===== config.mk =====
export PLATFORM = sky130hd
export DESIGN_NAME = singly_linked_list
export DESIGN_NICKNAME = d
export VERILOG_FILES = /design/src/rtl/singly_linked_list.sv
export SDC_FILE = /design/constraint.sdc
export NUM_CORES = 1
export LEC_CHECK = 0
export CORE_ASPECT_RATIO = 2
export CORE_MARGIN = 2
export CORE_UTILIZATION = 40
export DETAILED_ROUTE_END_ITERATION = 8
export PLACE_DENSITY = 0.56
export SYNTH_ARGS = -nofsm -noshare
export SYNTH_HDL_FRONTEND = slang
export SYNTH_SLANG_ARGS = --single-unit

===== constraint.sdc =====
create_clock -name clk -period 4 [get_ports clk]
set_clock_uncertainty 0.05 [all_clocks]
set_input_delay 0.8 -clock clk [delete_from_list [all_inputs] [get_ports clk]]
set_output_delay 0.8 -clock clk [all_outputs]
set_load 0.005 [all_outputs]

===== src/rtl/singly_linked_list.sv =====
// Singly linked list over a fixed pool of MAX_NODE register-file slots.
// One op at a time: read by address, delete first value match, push back, push front.
module singly_linked_list #(
   parameter  int DATA_WIDTH = 8,
   parameter  int MAX_NODE   = 8,
   localparam int ADDR_WIDTH = $clog2(MAX_NODE + 1)
) (
   input  logic                  clk,
   input  logic                  rst,
   input  logic [DATA_WIDTH-1:0] data_in,
   input  logic [ADDR_WIDTH-1:0] addr_in,
   input  logic [1:0]            op,
   input  logic                  op_start,
   output logic [DATA_WIDTH-1:0] data_out,
   output logic                  op_done,
   output logic [ADDR_WIDTH-1:0] next_node_addr,
   output logic [ADDR_WIDTH-1:0] head,
   output logic [ADDR_WIDTH-1:0] tail,
   output logic                  full,
   output logic                  empty,
   output logic                  fault
);

   localparam int                    IDX_W  = (MAX_NODE > 1) ? $clog2(MAX_NODE) : 1;
   localparam logic [ADDR_WIDTH-1:0] NULLA  = {ADDR_WIDTH{1'b1}};
   localparam logic [ADDR_WIDTH-1:0] MAX_A  = ADDR_WIDTH'(MAX_NODE);
   localparam logic [1:0]            OP_READ  = 2'd0;
   localparam logic [1:0]            OP_DEL   = 2'd1;
   localparam logic [1:0]            OP_PBACK = 2'd2;

   typedef enum logic [1:0] {S_IDLE, S_EXEC, S_FIND} state_e;

   state_e                r_state;
   logic [DATA_WIDTH-1:0] r_data [MAX_NODE];
   logic [ADDR_WIDTH-1:0] r_nxt  [MAX_NODE];
   logic [MAX_NODE-1:0]   r_valid;
   logic [ADDR_WIDTH-1:0] r_count, r_head, r_tail, r_cur, r_prev, r_addr, r_nxt_out;
   logic [DATA_WIDTH-1:0] r_din, r_dout;
   logic [1:0]            r_op;
   logic                  r_done, r_fault;

   logic [ADDR_WIDTH-1:0] w_slot;
   logic [IDX_W-1:0]      w_slot_idx, w_cur_idx, w_prev_idx, w_tail_idx, w_addr_idx;
   logic                  w_full, w_empty, w_push, w_match, w_rd_ok;

   // Lowest free slot; NULL only when the pool is full.
   always_comb begin
      w_slot = NULLA;
      for (int i = MAX_NODE - 1; i >= 0; i--)
         if (!r_valid[i]) w_slot = ADDR_WIDTH'(i);
   end

   assign w_slot_idx = w_slot[IDX_W-1:0];
   assign w_cur_idx  = r_cur[IDX_W-1:0];
   assign w_prev_idx = r_prev[IDX_W-1:0];
   assign w_tail_idx = r_tail[IDX_W-1:0];
   assign w_addr_idx = r_addr[IDX_W-1:0];
   assign w_full     = (r_count == MAX_A);
   assign w_empty    = (r_count == '0);
   assign w_push     = (r_state == S_EXEC) && r_op[1] && !w_full;
   assign w_match    = (r_state == S_FIND) && (r_cur != NULLA) && (r_data[w_cur_idx] == r_din);
   assign w_rd_ok    = (r_addr < MAX_A) && r_valid[w_addr_idx];

   // Payload, link storage and the latched request need no reset: nothing reads them
   // before a valid bit or an accepted op qualifies them.
   always_ff @(posedge clk) begin
      if (r_state == S_IDLE && op_start) begin
         r_op   <= op;
         r_din  <= data_in;
         r_addr <= addr_in;
      end
      if (w_push) begin
         r_data[w_slot_idx] <= r_din;
         r_nxt[w_slot_idx]  <= (r_op == OP_PBACK) ? NULLA : r_head;
         if (r_op == OP_PBACK && !w_empty) r_nxt[w_tail_idx] <= w_slot;
      end
      if (w_match && r_cur != r_head) r_nxt[w_prev_idx] <= r_nxt[w_cur_idx];
   end

   always_ff @(posedge clk or negedge rst) begin
      if (!rst) begin
         r_state   <= S_IDLE;
         r_valid   <= '0;
         r_count   <= '0;
         r_head    <= NULLA;
         r_tail    <= NULLA;
         r_cur     <= NULLA;
         r_prev    <= NULLA;
         r_dout    <= '0;
         r_nxt_out <= NULLA;
         r_fault   <= 1'b0;
         r_done    <= 1'b1;
      end else begin
         case (r_state)
            S_IDLE: begin
               r_done <= 1'b1;
               if (op_start) begin
                  r_done  <= 1'b0;
                  r_fault <= 1'b0;
                  r_state <= S_EXEC;
               end
            end
            S_EXEC: begin
               if (r_op == OP_DEL) begin
                  r_cur   <= r_head;
                  r_prev  <= NULLA;
                  r_state <= S_FIND;
               end else begin
                  if (r_op == OP_READ) begin
                     if (w_rd_ok) begin
                        r_dout    <= r_data[w_addr_idx];
                        r_nxt_out <= r_nxt[w_addr_idx];
                     end else begin
                        r_fault <= 1'b1;
                     end
                  end else if (w_full) begin
                     r_fault <= 1'b1;
                  end else begin
                     r_valid[w_slot_idx] <= 1'b1;
                     r_count             <= r_count + ADDR_WIDTH'(1);
                     if (r_op == OP_PBACK) begin
                        r_tail <= w_slot;
                        if (w_empty) r_head <= w_slot;
                     end else begin
                        r_head <= w_slot;
                        if (w_empty) r_tail <= w_slot;
                     end
                  end
                  r_done  <= 1'b1;
                  r_state <= S_IDLE;
               end
            end
            S_FIND: begin
               if (r_cur == NULLA) begin
                  r_fault <= 1'b1;
                  r_done  <= 1'b1;
                  r_state <= S_IDLE;
               end else if (w_match) begin
                  if (r_cur == r_head) r_head <= r_nxt[w_cur_idx];
                  if (r_cur == r_tail) r_tail <= r_prev;
                  r_valid[w_cur_idx] <= 1'b0;
                  r_count            <= r_count - ADDR_WIDTH'(1);
                  r_dout             <= r_data[w_cur_idx];
                  r_done             <= 1'b1;
                  r_state            <= S_IDLE;
               end else begin
                  r_prev <= r_cur;
                  r_cur  <= r_nxt[w_cur_idx];
               end
            end
            default: begin
               r_done  <= 1'b1;
               r_state <= S_IDLE;
            end
         endcase
      end
   end

   assign data_out       = r_dout;
   assign next_node_addr = r_nxt_out;
   assign op_done        = r_done;
   assign head           = r_head;
   assign tail           = r_tail;
   assign fault          = r_fault;
   assign full           = w_full;
   assign empty          = w_empty;

endmodule


==> run metrics <==
FILL cells 1889; Critical Setup Path Class reg -> reg; Initial DRC Count 557; Num CTS Buffers 17; Core Area 20800 sq um; Post-CTS Repair Setup Buffers 0; Most used DFF post-synth edfxtp_1; die width 107 um; DRC Markers 0; Final Hold Vio Count 0; period utilization 93.9%; pin count of the biggest net entering global routing 36; Synth top cells by count 110 x edfxtp_1, 62 x nand2_1, 61 x nor2_1; class of the worst hold path in -> async; CTS tree yes; Worst Path Required 4.03 ns; post-synthesis async set-or-reset flop share 28.0%; die area 22400 sq um; I/O pin total 41; Clock Latency Late Sink 0.45 ns; # hold bufs at CTS 0; n_diodes 0; crit-path cells nor2_1, a22oi_1, o22ai_1, or3_4, a2111oi_4, nand3_1, buf_4, o211ai_1; Distinct cells, synth 69; final wirelength 25500 um; Post-synth EDFFs 110; total number of yosys warnings 0; final net count 738; Worst Path Max Fanout 35; synthesized flop and latch total 157; Rel. slew slack 35.4%; vias 5936; share of cells above drive strength 1 22.4%; All-Layer GR Usage 23.8%; first-pass GRT wire length 38100 um; vias in the first global route 6185; Placed Cells 964; Port Buffers 40; WP data arrival 3.78 ns; Max Transition Viols Final 0; area delta synth->final 16.4%; crit start category flip-flop; clock slew seen by the registers of the worst setup and hold paths 0.07 ns; GP Congestion 0.946; clk root buf clkbuf_16; mean routed wirelength per cell 25.6 um; worst setup path startpoint r_cur[2]$_DFFE_PN1P_; # H-tree levels 4; die height 210 um; 1st-pass router iterations 5; DRT antenna net count 0; pwr/cell area 678 nW/um^2; outcome finished clean; worst slew pin tran 0.967 ns; P_leak 3.47 nW; Post-CTS Resized 0; Tmin final 3.76 ns; final cell count without fillers 996; CTS sink cnt 157; maximum clock rate 266 MHz; clock buffer depth 2; row cnt 75; top cell type's share of synthesized area 39.0%; Seq/Total Area, Yosys 53.1%; GR Overflow Total 0; most numerous cell in the Yosys netlist edfxtp_1; synthesized area per cell 12.6 sq um; Netlist Area Pre-Place 8460 sq um; Initial Utilization 40.6%; slowest library cell on the worst path dfstp_2; area leader, netlist edfxtp_1; vias per cell 5.96; Largest stage delay, worst path 1.08 ns; Mapped Nets 695; worst reg2reg startpoint r_cur[2]$_DFFE_PN1P_; MaxCap Viol Count 0; Gate Count Post-Synth 671; Max VDD drop 0.000271 V; HPWL Detailed 19300 um; initial antenna violation count 0; RSZ-0062 raised after global routing no; Final setup viols 0; Area contributors post-synth edfxtp_1 39%, mux4_2 9.8%, dfrtp_1 6.8%; setup TNS 0 ns; Setup crit end kind flip-flop
==> cells in the final DEF, fill, tap and decap left out, types with 4 or more instances in the layout <==
cell / count
edfxtp_1: 110
nand2_1: 62
nor2_1: 61
clkdlybuf4s50_1: 39
mux2i_1: 38
mux4_2: 37
buf_4: 31
a211oi_1: 27
dfrtp_1: 23
dfstp_2: 21
o21ai_0: 19
clkbuf_16: 17
a21oi_1: 16
inv_1: 14
nor2b_1: 12
nand3_1: 12
a31oi_1: 12
mux2_2: 11
nor3_1: 10
mux2_1: 10
nand2b_1: 9
xnor2_1: 8
o221a_2: 8
xor2_1: 6
a211o_1: 6
nor4_1: 6
a221o_1: 6
ha_1: 6
and2_1: 5
and3_1: 5
mux2_4: 5
nand4_1: 4
o22ai_1: 4
clkinv_4: 4
==> layer usage <==
| layer | GRT usage, % | routed length, um | vias to the layer above |
|---|---|---|---|
| met3 | 4.44 | 994 | 69 |
| met2 | 46.3 | 14900 | 226 |
| met5 | 0 | 0 | - |
| met4 | 12.4 | 1370 | 0 |
| li1 | - | - | 2667 |
| met1 | 22.8 | 8220 | 2974 |
==> report_power, final <==
part           internal [mW]  switching (mW)  total [mW]
Combinational           1.13            1.26        2.39
Sequential              2.12           0.450        2.57
Clock                   1.01           0.714        1.72
==> cells by family (layout without fill, tap and decap cells) <==
family | Yosys count | in the layout | synth area share (%)
adders and majority gates | 7 | 7 | 1.12
and+or+nand+nor | 204 | 204 | 11.7
DFF | 157 | 157 | 53.1
muxes | 101 | 101 | 18.0
xor gates and xnor gates | 15 | 15 | 1.64
AOI/OAI and AO/OA | 125 | 125 | 11.1
buffers and inverters | 62 | 118 | 3.33
==> path summary, 6_finish.rpt <==
| path | endpoint | slack [ns] | cells after the start |
|---|---|---|---|
| worst max-delay path | r_nxt[3][3]$_DFFE_PP_ | 0.24 | 8 |
| worst min-delay path | data_out[3]$_DFFE_PN0P_ | 0.36 | 1 |
| worst max register to register | r_nxt[3][3]$_DFFE_PP_ | 0.24 | 8 |
| worst min register to register | next_node_addr[3]$_DFFE_PN1P_ | 0.44 | 2 |
| max in group asynchronous | r_cur[2]$_DFFE_PN1P_ | 2.72 | 2 |
| min in group clk | next_node_addr[3]$_DFFE_PN1P_ | 0.44 | 2 |
==> critical path: cells and delay by family, from the launching register on <==
kind / cells / cell delay, ns
AND/OR/NAND/NOR: 3 / 0.72
buffers and inverters: 1 / 0.22
flip-flops: 1 / 1.08
AO/OA/AOI/OAI: 4 / 1.28
==> flip-flops by register name, summed over array words and instances (netlist names), named ones only <==
register and cells:
r_cur 4, r_prev 4, r_nxt 32, r_state 2
op_done 1, r_data 64, tail 4, r_op 2
r_count 4, r_valid 8, head 4, data_out 8
fault 1, next_node_addr 4, r_addr 4, r_din 8
==> per-stage QoR <==
| stage | setup slack [ns] | power (mW) | util, % | hold slack (ns) | instance area, sq um |
|---|---|---|---|---|---|
| after floorplan | 0.657 | 4.11 | - | 0.417 | 8460 |
| after global placement | 0.292 | 4.95 | 44.2 | 0.413 | 9210 |
| after detailed placement | 0.272 | 5.00 | 44.2 | 0.424 | 9210 |
| after CTS | 0.258 | 6.73 | 47.3 | 0.355 | 9850 |
| after global routing | 0.0520 | 7.01 | 47.3 | 0.371 | 9850 |
| final | 0.245 | 6.68 | 47.3 | 0.359 | 9850 |
==> final cells by class <==
class | instances | area [sq um] | share of cell area [%]
inverters | 15 | 56.3 | 0.572
multi-input cells | 452 | 3700 | 37.6
clock inverters | 15 | 208 | 2.11
well taps | 269 | 337 | 3.42
flip-flops and latches | 157 | 4490 | 45.6
clock buffers | 17 | 425 | 4.32
repair buffers | 71 | 628 | 6.38
No activity file was read; power rests on OpenSTA's default activity.
